`src/rtl/vidsync_axis.sv`:
```
// rtl/vidsync_axis.sv - one raster axis: position counter with wrap, sync window and active window
module vidsync_axis #(
  parameter int NBITS = 16
) (
  input  logic             i_clk,
  input  logic             i_reset,
  input  logic             i_step,
  input  logic             i_clear,
  input  logic [NBITS-1:0] i_m,
  input  logic [NBITS-1:0] i_s,
  input  logic [NBITS-1:0] i_e,
  input  logic [NBITS-1:0] i_t,
  output logic [NBITS-1:0] o_pos,
  output logic             o_wrap,
  output logic             o_sync,
  output logic             o_active
);

  localparam logic [NBITS-1:0] ONE = {{(NBITS-1){1'b0}}, 1'b1};

  logic [NBITS-1:0] pos_q, pos_d;
  logic             last;

  // A zero total or a position already past the end both force a wrap.
  assign last = (i_t == '0) || (pos_q >= i_t - ONE);

  always_comb begin
    pos_d = pos_q;
    if (i_clear)
      pos_d = '0;
    else if (i_step)
      pos_d = last ? '0 : pos_q + ONE;
  end

  always_ff @(posedge i_clk or posedge i_reset) begin
    if (i_reset)
      pos_q <= '0;
    else
      pos_q <= pos_d;
  end

  assign o_pos    = pos_q;
  assign o_wrap   = i_step && last;
  assign o_sync   = (pos_q >= i_s) && (pos_q < i_e);
  assign o_active = pos_q < i_m;

endmodule

```
`src/rtl/vidsyncgen.sv`:
```
// rtl/vidsyncgen.sv - video timing generator with shadowed timing, sync pulses, data enable and frame marker
module vidsyncgen #(
  parameter int   NBITS = 16,
  parameter logic HPOL  = 1'b1,
  parameter logic VPOL  = 1'b1
) (
  input  logic             i_clk,
  input  logic             i_reset,
  input  logic             i_en,
  input  logic [NBITS-1:0] i_hm,
  input  logic [NBITS-1:0] i_hs,
  input  logic [NBITS-1:0] i_he,
  input  logic [NBITS-1:0] i_ht,
  input  logic [NBITS-1:0] i_vm,
  input  logic [NBITS-1:0] i_vs,
  input  logic [NBITS-1:0] i_ve,
  input  logic [NBITS-1:0] i_vt,
  output logic             o_hsync,
  output logic             o_vsync,
  output logic             o_de,
  output logic [NBITS-1:0] o_x,
  output logic [NBITS-1:0] o_y,
  output logic             o_frame,
  output logic             o_err
);

  localparam logic HS_ON = HPOL;
  localparam logic VS_ON = VPOL;

  function automatic logic timing_ok(input logic [NBITS-1:0] m, s, e, t);
    return (m != '0) && (m <= s) && (s < e) && (e <= t);
  endfunction

  logic [NBITS-1:0] hm_q, hs_q, he_q, ht_q, vm_q, vs_q, ve_q, vt_q;
  logic             valid_q, valid_d;
  logic             run, capture;

  logic [NBITS-1:0] h_pos, v_pos;
  logic             h_wrap, h_sync, h_act;
  logic             v_wrap, v_sync, v_act;

  logic [NBITS-1:0] x_q, x_d, y_q, y_d;
  logic             hsync_q, hsync_d, vsync_q, vsync_d;
  logic             de_q, de_d, frame_q, frame_d, err_q, err_d;

  assign run     = i_en && valid_q;
  // Shadows track the inputs except while a frame is in progress.
  assign capture = !run || v_wrap;
  assign valid_d = timing_ok(hm_q, hs_q, he_q, ht_q) && timing_ok(vm_q, vs_q, ve_q, vt_q);

  always_ff @(posedge i_clk or posedge i_reset) begin
    if (i_reset) begin
      hm_q    <= '0;
      hs_q    <= '0;
      he_q    <= '0;
      ht_q    <= '0;
      vm_q    <= '0;
      vs_q    <= '0;
      ve_q    <= '0;
      vt_q    <= '0;
      valid_q <= 1'b0;
    end else begin
      if (capture) begin
        hm_q <= i_hm;
        hs_q <= i_hs;
        he_q <= i_he;
        ht_q <= i_ht;
        vm_q <= i_vm;
        vs_q <= i_vs;
        ve_q <= i_ve;
        vt_q <= i_vt;
      end
      valid_q <= valid_d;
    end
  end

  vidsync_axis #(.NBITS(NBITS)) u_haxis (
    .i_clk    (i_clk),
    .i_reset  (i_reset),
    .i_step   (run),
    .i_clear  (!run),
    .i_m      (hm_q),
    .i_s      (hs_q),
    .i_e      (he_q),
    .i_t      (ht_q),
    .o_pos    (h_pos),
    .o_wrap   (h_wrap),
    .o_sync   (h_sync),
    .o_active (h_act)
  );

  vidsync_axis #(.NBITS(NBITS)) u_vaxis (
    .i_clk    (i_clk),
    .i_reset  (i_reset),
    .i_step   (run && h_wrap),
    .i_clear  (!run),
    .i_m      (vm_q),
    .i_s      (vs_q),
    .i_e      (ve_q),
    .i_t      (vt_q),
    .o_pos    (v_pos),
    .o_wrap   (v_wrap),
    .o_sync   (v_sync),
    .o_active (v_act)
  );

  always_comb begin
    x_d     = run ? h_pos : '0;
    y_d     = run ? v_pos : '0;
    hsync_d = (run && h_sync) ? HS_ON : ~HS_ON;
    vsync_d = (run && v_sync) ? VS_ON : ~VS_ON;
    de_d    = run && h_act && v_act;
    frame_d = run && (h_pos == '0) && (v_pos == '0);
    err_d   = i_en && !valid_q;
  end

  always_ff @(posedge i_clk or posedge i_reset) begin
    if (i_reset) begin
      x_q     <= '0;
      y_q     <= '0;
      hsync_q <= ~HS_ON;
      vsync_q <= ~VS_ON;
      de_q    <= 1'b0;
      frame_q <= 1'b0;
      err_q   <= 1'b0;
    end else begin
      x_q     <= x_d;
      y_q     <= y_d;
      hsync_q <= hsync_d;
      vsync_q <= vsync_d;
      de_q    <= de_d;
      frame_q <= frame_d;
      err_q   <= err_d;
    end
  end

  assign o_x     = x_q;
  assign o_y     = y_q;
  assign o_hsync = hsync_q;
  assign o_vsync = vsync_q;
  assign o_de    = de_q;
  assign o_frame = frame_q;
  assign o_err   = err_q;

endmodule

```
`config.mk`:
```
export PLATFORM = sky130hd
export DESIGN_NAME = vidsyncgen
export DESIGN_NICKNAME = d
export VERILOG_FILES = /design/src/rtl/vidsync_axis.sv /design/src/rtl/vidsyncgen.sv
export SDC_FILE = /design/constraint.sdc
export NUM_CORES = 1
export LEC_CHECK = 0
export BUFFER_PORTS_ARGS = -buffer_cell sky130_fd_sc_hd__clkbuf_2
export CAP_MARGIN = 15
export CORE_ASPECT_RATIO = 0.9
export CORE_MARGIN = 4
export CORE_UTILIZATION = 60
export CTS_CLUSTER_SIZE = 14
export DETAILED_ROUTE_END_ITERATION = 8
export GPL_TIMING_DRIVEN = 1
export PLACE_DENSITY = 0.8
export SYNTH_ARGS = -nofsm -noshare
export SYNTH_HDL_FRONTEND = slang
export SYNTH_SLANG_ARGS = --single-unit
export TNS_END_PERCENT = 50
```
`constraint.sdc`:
```
create_clock -name i_clk -period 14.85 [get_ports i_clk]
set_input_delay 2.97 -clock i_clk [delete_from_list [all_inputs] [get_ports i_clk]]
set_output_delay 2.97 -clock i_clk [all_outputs]
set_load 0.03 [all_outputs]
```
Yosys cells after proc, flatten, opt, wreduce, memory -nomap -nowiden:

Cells that the tools add are included.

* register bits: 198
* bits of input ports: 131

* $add $sub $neg: 4
* order comparisons: 14
* eq/ne operators: 1
* mux-type cells: 9
* reduce and logical (&&, ||, !) cells: 31

Operators with widths (count)
* $mux 16: 7
* $lt 16x16->1: 6
* $ge 16x16->1: 4
* $le 16x16->1: 4
* $logic_not 16->1: 4
* $add 16x1->16 const B: 2
* $reduce_bool 16->1: 2
* $sub 16x1->16 const B: 2
* $logic_and 1x1->1: 20
* $logic_or 1x1->1: 3
* $logic_not 1->1: 2
* $mux 1: 2
* $ne 2x1->1 const B: 1

Longest topological paths before layout:

Gate-level depths: netlist of run 1.

* word-level depth: 7
* mapped depth: 15

Modules after synthesis:

A second synthesis of run 1 with hierarchy kept.

* cells, all modules: 1486
* area, all modules: 13531.7 µm²

Modules (own cells, without submodules)
* vidsyncgen: instances 1, cells an instance 816, area an instance 8249.2 µm²
* vidsync_axis at u_haxis: instances 1, cells an instance 335, area an instance 2655.0 µm²
* vidsync_axis at u_vaxis: instances 1, cells an instance 335, area an instance 2627.5 µm²

Worst setup path before layout of run 1:

Ideal clock, no wire load.

* kind: input-to-reg
* from: in i_en
* to: reg he_q[0]
* setup time: 0.127 ns
* data arrival time: 4.602 ns
* required time: 14.723 ns
* path slack: 10.120 ns
* stages on the path: 8
* path buffers: 2
* cells stage by stage: nand2_1 -> a211oi_1 -> o41ai_2 -> a211oi_2 -> nor2_4 -> buf_8 -> buf_12 -> mux2_1

* cells in the longest elaborated chain, start to end: 5
* elaborated cells on any way between the ends: 6

RTL lines
* from (decl): RTL line vidsyncgen.sv:9 `input logic i_en,`
* $logic_and 1x1->1 *: RTL line vidsyncgen.sv:46 `assign run = i_en && valid_q;`
* $logic_and 1x1->1: RTL line vidsync_axis.sv:43 `assign o_wrap = i_step && last;`
* $logic_and 1x1->1: RTL line vidsyncgen.sv:95 `.i_step (run && h_wrap),`
* $logic_and 1x1->1: RTL line vidsync_axis.sv:43
* $logic_or 1x1->1 *: RTL line vidsyncgen.sv:48 `assign capture = !run || v_wrap;`
* to (signal assigned): RTL line vidsyncgen.sv:66 `he_q <= i_he;`
* to (decl): RTL line vidsyncgen.sv:34 `logic [NBITS-1:0] hm_q, hs_q, he_q, ht_q, vm_q, vs_q, ve_q, vt_q;`

Every way passes the cells marked *; elsewhere a longest branch is shown, timed or not.
A chain may end at the register's enable or synchronous reset.

Worst setup path after layout of run 1:

* from: in i_en
* to: reg ht_q[3]

* cells in the longest elaborated chain, start to end: 5
* elaborated cells on any way between the ends: 6

RTL lines
* $logic_and 1x1->1 *: RTL line vidsyncgen.sv:46
* $logic_and 1x1->1: RTL line vidsync_axis.sv:43
* $logic_and 1x1->1: RTL line vidsyncgen.sv:95
* $logic_and 1x1->1: RTL line vidsync_axis.sv:43
* $logic_or 1x1->1 *: RTL line vidsyncgen.sv:48
* to (signal assigned): RTL line vidsyncgen.sv:67 `ht_q <= i_ht;`
* to (decl): RTL line vidsyncgen.sv:34

Marked as above.

==> results of run 1 <==
## metal layers
| metal | global-route usage | up-vias |
|---|---|---|
| li1 | - | 4941 |
| met1 | 0.403 | 5142 |
| met2 | 0.441 | 435 |
| met3 | 0.0487 | 57 |
| met4 | 0.0689 | 0 |
| met5 | 0 | - |
## layout make-up
| class | count | area [µm²] |
|---|---|---|
| repair buffers | 170 | 871 |
| well taps | 291 | 364 |
| clock inverters | 15 | 209 |
| multi-input cells | 897 | 7610 |
| inverters | 147 | 559 |
| clock buffers | 17 | 425 |
| flip-flops and latches | 198 | 4950 |
| fillers | 1633 | 6830 |
## through the flow
| step | worst slack (ns) | instances | power, µW | util |
|---|---|---|---|---|
| 2_1_floorplan | 6.48 | 1268 | 853 | - |
| 4_1_cts | 8.37 | 1734 | 1430 | 0.686 |
| 6_report | 8.54 | 1735 | 1430 | 0.687 |
| 5_1_grt | 8.34 | 1735 | 1500 | 0.687 |
| 3_5_place_dp | 7.95 | 1702 | 937 | 0.657 |
| 3_3_place_gp | 8.08 | 1702 | 917 | 0.657 |
## worst reg2reg max path, stage by stage (launching register included)
cell,delay (ns)
dfrtp_1,0.42
inv_1,0.10
ha_1,0.22
or4b_1,0.52
nor3_1,0.40
nand2_1,0.12
xnor2_1,0.15
ha_1,0.32
nand4_1,0.15
or4_1,0.53
o32ai_1,0.66
nor4_4,0.22
nor2_4,0.47
buf_4,0.86
mux2_1,0.54
## where the power goes
| part | leakage [µW] | internal, µW | switching [µW] |
|---|---|---|---|
| Combinational | 0.00494 | 137 | 167 |
| Clock | 0.000302 | 246 | 248 |
| Sequential | 0.00247 | 579 | 51.6 |
## placed cells by master, fill, tap and decap left out, types with 9 or more instances in the layout
| cell | count |
|---|---|
| xnor2_1 | 31 |
| dfrtp_1 | 198 |
| clkbuf_16 | 17 |
| nor4_1 | 19 |
| a21oi_1 | 53 |
| nand4_1 | 51 |
| nor2_1 | 57 |
| clkbuf_2 | 167 |
| a211oi_1 | 17 |
| nand3_1 | 33 |
| ha_1 | 224 |
| xor2_1 | 11 |
| mux2_1 | 128 |
| nor3_1 | 17 |
| a31oi_1 | 9 |
| and3_1 | 27 |
| nand2_1 | 40 |
| a21o_1 | 34 |
| o211ai_1 | 11 |
| nand2b_1 | 15 |
| o21ai_0 | 22 |
| inv_1 | 146 |
## kinds of logic (layout without fill, tap and decap cells)
kind of cell,after synthesis,count (layout),synth area share
flops,198,198,0.370
mux,128,128,0.107
xor+xnor,42,42,0.0274
buf+inv,173,349,0.0632
simple gates,296,296,0.120
fa+ha+maj,224,224,0.209
compound gates,207,207,0.104
## worst paths after layout
kind                            to  cells past startpoint  slack, ns
setup / recovery           ht_q[3]                      8       8.54
hold / removal             ht_q[9]                      1       0.52
setup reg to reg           ht_q[3]                     14       9.04
hold reg to reg            ht_q[9]                      1       0.52
max in group asynchronous  vs_q[2]                      3      10.95
min in group asynchronous   o_y[3]                      2       2.68
==> metrics.cfg, run 1 <==
[worst_setup_path]
startpoint=i_en
crit_required_ns=15.18
slowest_delay_ns=0.90
crit_type=in2reg
cp_cell_sequence=clkbuf_2, nand2_1, a211oi_1, o41ai_2, a211oi_2, nor2_4, buf_4, mux2_1
worst_setup_path_end_kind=flop
crit_path_max_fanout=86
critical-path-top-delay-family=compound AO/OA/AOI/OAI gates
arrival_ns=6.64
cp_slowest_cell=a211oi_2
worstPathBufferInverterCount=2
cp-start-kind=input pin
r2r_start=ht_q[0]

[run]
maxCapViolCount=0

[global_routing]
antenna_found_initial=0
grt_use_total=0.279
grt_pass1_vias=10500
grt_pass1_wl_um=54100
grt-ovfl-total=0
grt_max_degree=149

[cts]
path_clk_slew_ns=0.08
h-tree-depth=4
clk_path_buf_depth=2
insertion_delay_ns=0.45
cts-resized-gates=0
holdBufCountCts=0
cts_tree=yes
cts_setup_buffers=0
numCtsBuffers=17
cts-root-buf=clkbuf_16
clock_sinks=198

[synth]
synth-edff-count=0
synthTopCellsByCount=224 x ha_1, 198 x dfrtp_1, 147 x inv_1, 128 x mux2_1, 57 x nor2_1
synthTopCellsByArea=dfrtp_1 37%, ha_1 21%, mux2_1 11%
yosys_warnings=0
synth_largest_area_cell=dfrtp_1
netlist_instances=1268
asyncSetResetFlopFracSynth=1.00
synth_top_area_share=0.370
yosysMostFrequentCell=ha_1
yosysSeqAreaShare=0.370
ys.flop_type=dfrtp_1
syn_nets=1623
netlist_area_um2=13400
yosys.cell_types.count=65
yosys_register_bits=198
synth.avg_cell_area_um2=10.6

[placed_design]
place_hpwl_um=26000
gp_congestion=0.974
dpl_cell_area_um2=14300
io_buffers=167

[floorplanning]
die_w_um=166
die_h_um=150
die_area_um2=24800
io_pins=168
fp-row-count=51
coreArea_um2=21800
initial_core_util=0.614

[routing]
wl_met2_um=15500
drtAntennaViolNets=0
drt-total-wl_um=34000
routed.top_layer=met4
drc=0
dr.pass1.iters=5
dr_total_vias=10600
viasPerCell=6.10
drtIter0Drc=970
wl_met3_um=2800
wl_per_cell_um=19.6
wl_met1_um=15100

[min_path]
hp-class=reg2reg
hold_start=ht_q[9]

[timing]
holdWs_ns=0.523
rsz0062_at_grt=false
max-slew-margin-rel=0.232
final.period_utilization=0.425
setup_viol=0
fin_worst_skew_ns=0.00835
period_minus_slack_ns=6.31
tns_ns=0
timing.fmax_mhz=159
worst_pin_slew_ns=1.15
hold_viol=0
drv_slew=0

[power_and_ir_drop]
leakage_uw=0.00771
peakVddDrop_v=0.0000638
power_per_cell_area_nw_per_um2=95.3

[layout]
synthToLayoutAreaGrowth_pct=11.8
diodes=0
drive_above_1_share=0.148
postLayoutCellArea_um2=15000
fin_nets=1786

[outcome]
status=complete, no violations

No activity file was read; power rests on OpenSTA's default activity.
==> run 2: changes to the inputs <==
CORE_UTILIZATION = 54   (was 60)
PLACE_DENSITY = 0.76   (was 0.8)
clock period = 5.1 ns   (was 14.85 ns; I/O delays follow)
==> run 2 against run 1 <==
  * Combinational power rose to 2.9 times the previous value
  * First-iteration DRC count down 18%
  * Routed wire length up 0.87%
  * Worst setup slack worse by 8.2 ns
  * Register-to-register slack worse by 8.7 ns
  * Power rose to 2.9 times the previous value
  * Critical path depth up 6
  * Highest routed layer unchanged
  * Largest cell class unchanged
  * Worst hold slack worse by 0.010 ns
==> metrics.cfg, run 2 (synthesized netlist as in run 1, its figures left out) <==
[floorplanning]
die_h_um=157  ; +5.1%
io_pins=168  ; unchanged
die_w_um=174  ; +5.1%
fp-row-count=54  ; +5.9%
initial_core_util=0.551  ; -0.0632
die_area_um2=27400  ; +11%
coreArea_um2=24300  ; +11%

[cts]
cts-root-buf=clkbuf_16
h-tree-depth=4  ; unchanged
cts-resized-gates=0  ; unchanged
clk_path_buf_depth=2  ; unchanged
insertion_delay_ns=0.45  ; about the same
holdBufCountCts=0  ; unchanged
cts_setup_buffers=0  ; unchanged
clock_sinks=198  ; unchanged
path_clk_slew_ns=0.08  ; about the same
cts_tree=yes
numCtsBuffers=17  ; unchanged

[timing]
rsz0062_at_grt=false
hold_viol=0  ; unchanged
final.period_utilization=0.932
setup_viol=0  ; unchanged
period_minus_slack_ns=4.75
max-slew-margin-rel=0.253  ; +0.0212
fin_worst_skew_ns=0.0105  ; +0.00219 ns
drv_slew=0  ; unchanged
tns_ns=0  ; unchanged
worst_pin_slew_ns=1.11  ; -0.0381 ns
timing.fmax_mhz=210

[layout]
layout_commonest_cell=ha_1
synthToLayoutAreaGrowth_pct=12.3
postLayoutCellArea_um2=15100  ; +0.47%
layout_common_cells=224 x ha_1, 198 x dfrtp_1, 167 x clkbuf_2
fin_nets=1793  ; +0.39%
diodes=0  ; unchanged
drive_above_1_share=0.152  ; +0.00411

[power_and_ir_drop]
leakage_uw=0.00774  ; +0.43%
power_per_cell_area_nw_per_um2=274  ; +190%
peakVddDrop_v=0.000219  ; +240%

[min_path]
hp-class=reg2reg

[worst_setup_path]
slowest_delay_ns=0.96  ; +0.06 ns
cp_slowest_cell=nor4_4
crit_path_max_fanout=21  ; -76%
crit_type=reg2reg
worst_setup_path_end_kind=flop
critical-path-top-delay-family=simple AND/OR/NAND/NOR gates
worstPathBufferInverterCount=2  ; unchanged
cp-start-kind=flop
cp_cell_sequence=inv_1, ha_1, or4b_1, nor3_1, nand2_1, xnor2_1, ha_1, a21oi_1, a21boi_0, a311o_1, nor4_4, nor2_4, buf_4, mux2_1
worst_path_most_repeated_cell=ha_1
arrival_ns=5.08  ; -1.56 ns
crit_required_ns=5.42  ; -9.76 ns

[routing]
viasPerCell=5.96  ; -2.2%
drt-total-wl_um=34300  ; +0.87%
dr.pass1.iters=5  ; unchanged
wl_per_cell_um=19.5  ; -0.51%
drtAntennaViolNets=0  ; unchanged
drtIter0Drc=799  ; -18%
dr_total_vias=10500  ; -0.89%
drc=0  ; unchanged

[global_routing]
grt_max_degree=116  ; -22%
grt-ovfl-total=0  ; unchanged
grt_pass1_vias=10600  ; +1.5%
antenna_found_initial=0  ; unchanged
grt_use_total=0.253  ; -0.0262
grt_pass1_wl_um=55200  ; +2.1%

[placed_design]
dpl_cell_area_um2=14500  ; +0.80%
gp_congestion=0.953  ; -2.2%
place_hpwl_um=26700  ; +2.8%
io_buffers=167  ; unchanged

[run]
maxCapViolCount=0  ; unchanged

[outcome]
status=complete, no violations

-- run 2: cell types whose count changed in the layout (fill, tap and decap cells not counted) --
| cell | before | now |
|---|---|---|
| inv_6 | 3 | 2 |
| buf_12 | 1 | 3 |
| clkinvlp_4 | 1 | 2 |
| inv_8 | 3 | 4 |
| clkinv_2 | 0 | 2 |
| inv_12 | 1 | 0 |
| clkinv_8 | 6 | 4 |
| buf_4 | 2 | 7 |
-- run 2: worst reg2reg max path, stage by stage (launching register included) --
cell      delay, ns
dfrtp_1        0.41
inv_1          0.10
ha_1           0.20
or4b_1         0.50
nor3_1         0.39
nand2_1        0.14
xnor2_1        0.16
ha_1           0.31
a21oi_1        0.14
a21boi_0       0.09
a311o_1        0.39
nor4_4         0.97
nor2_4         0.18
buf_4          0.30
mux2_1         0.36
-- run 2: path summary, 6_finish.rpt --
| path | start | to | slack (ns) | cells past startpoint |
|---|---|---|---|---|
| max | ht_q[0] | hs_q[3] | 0.35 | 14 |
| min | ht_q[10] | ht_q[10] | 0.51 | 1 |
| max reg2reg | ht_q[0] | hs_q[3] | 0.35 | 14 |
| min reg2reg | ht_q[10] | ht_q[10] | 0.51 | 1 |
| max in group asynchronous | i_reset | ht_q[2] | 3.30 | 3 |
| min in group asynchronous | i_reset | vt_q[0] | 0.73 | 2 |
-- run 2: layer usage --
metal | GRT usage | vias up | share of wire
li1 | - | 4948 | -
met1 | 0.352 | 5070 | 0.46
met2 | 0.406 | 407 | 0.45
met3 | 0.0579 | 56 | 0.079
met4 | 0.0622 | 0 | 0.018
met5 | 0 | - | 0
-- run 2: final cells by class --
type,count,area (µm²)
fill,2003,9260
multi-input combinational,897,7610
sequential,198,4950
timing repair buffer,177,948
inverter,147,556
clock buffer,17,425
tap,308,385
clock inverter,15,184
-- run 2: power breakdown --
group          internal [µW]  switching (µW)  leakage [µW]
Clock                    705             687      0.000297
Sequential              1690             162       0.00247
Combinational            404             483       0.00498
Total                   2790            1330       0.00774
-- run 2: per-stage QoR --
| step | util | std cells | total power (µW) | setup slack [ns] | hold WS (ns) |
|---|---|---|---|---|---|
| after floorplan | - | 1268 | 2480 | 1.09 | 0.454 |
| after global placement | 0.594 | 1727 | 2690 | 0.661 | 0.472 |
| after detailed placement | 0.594 | 1727 | 2750 | 0.498 | 0.489 |
| after CTS | 0.619 | 1759 | 4130 | 0.392 | 0.506 |
| after global routing | 0.619 | 1759 | 4340 | 0.144 | 0.517 |
| final | 0.619 | 1759 | 4130 | 0.349 | 0.513 |
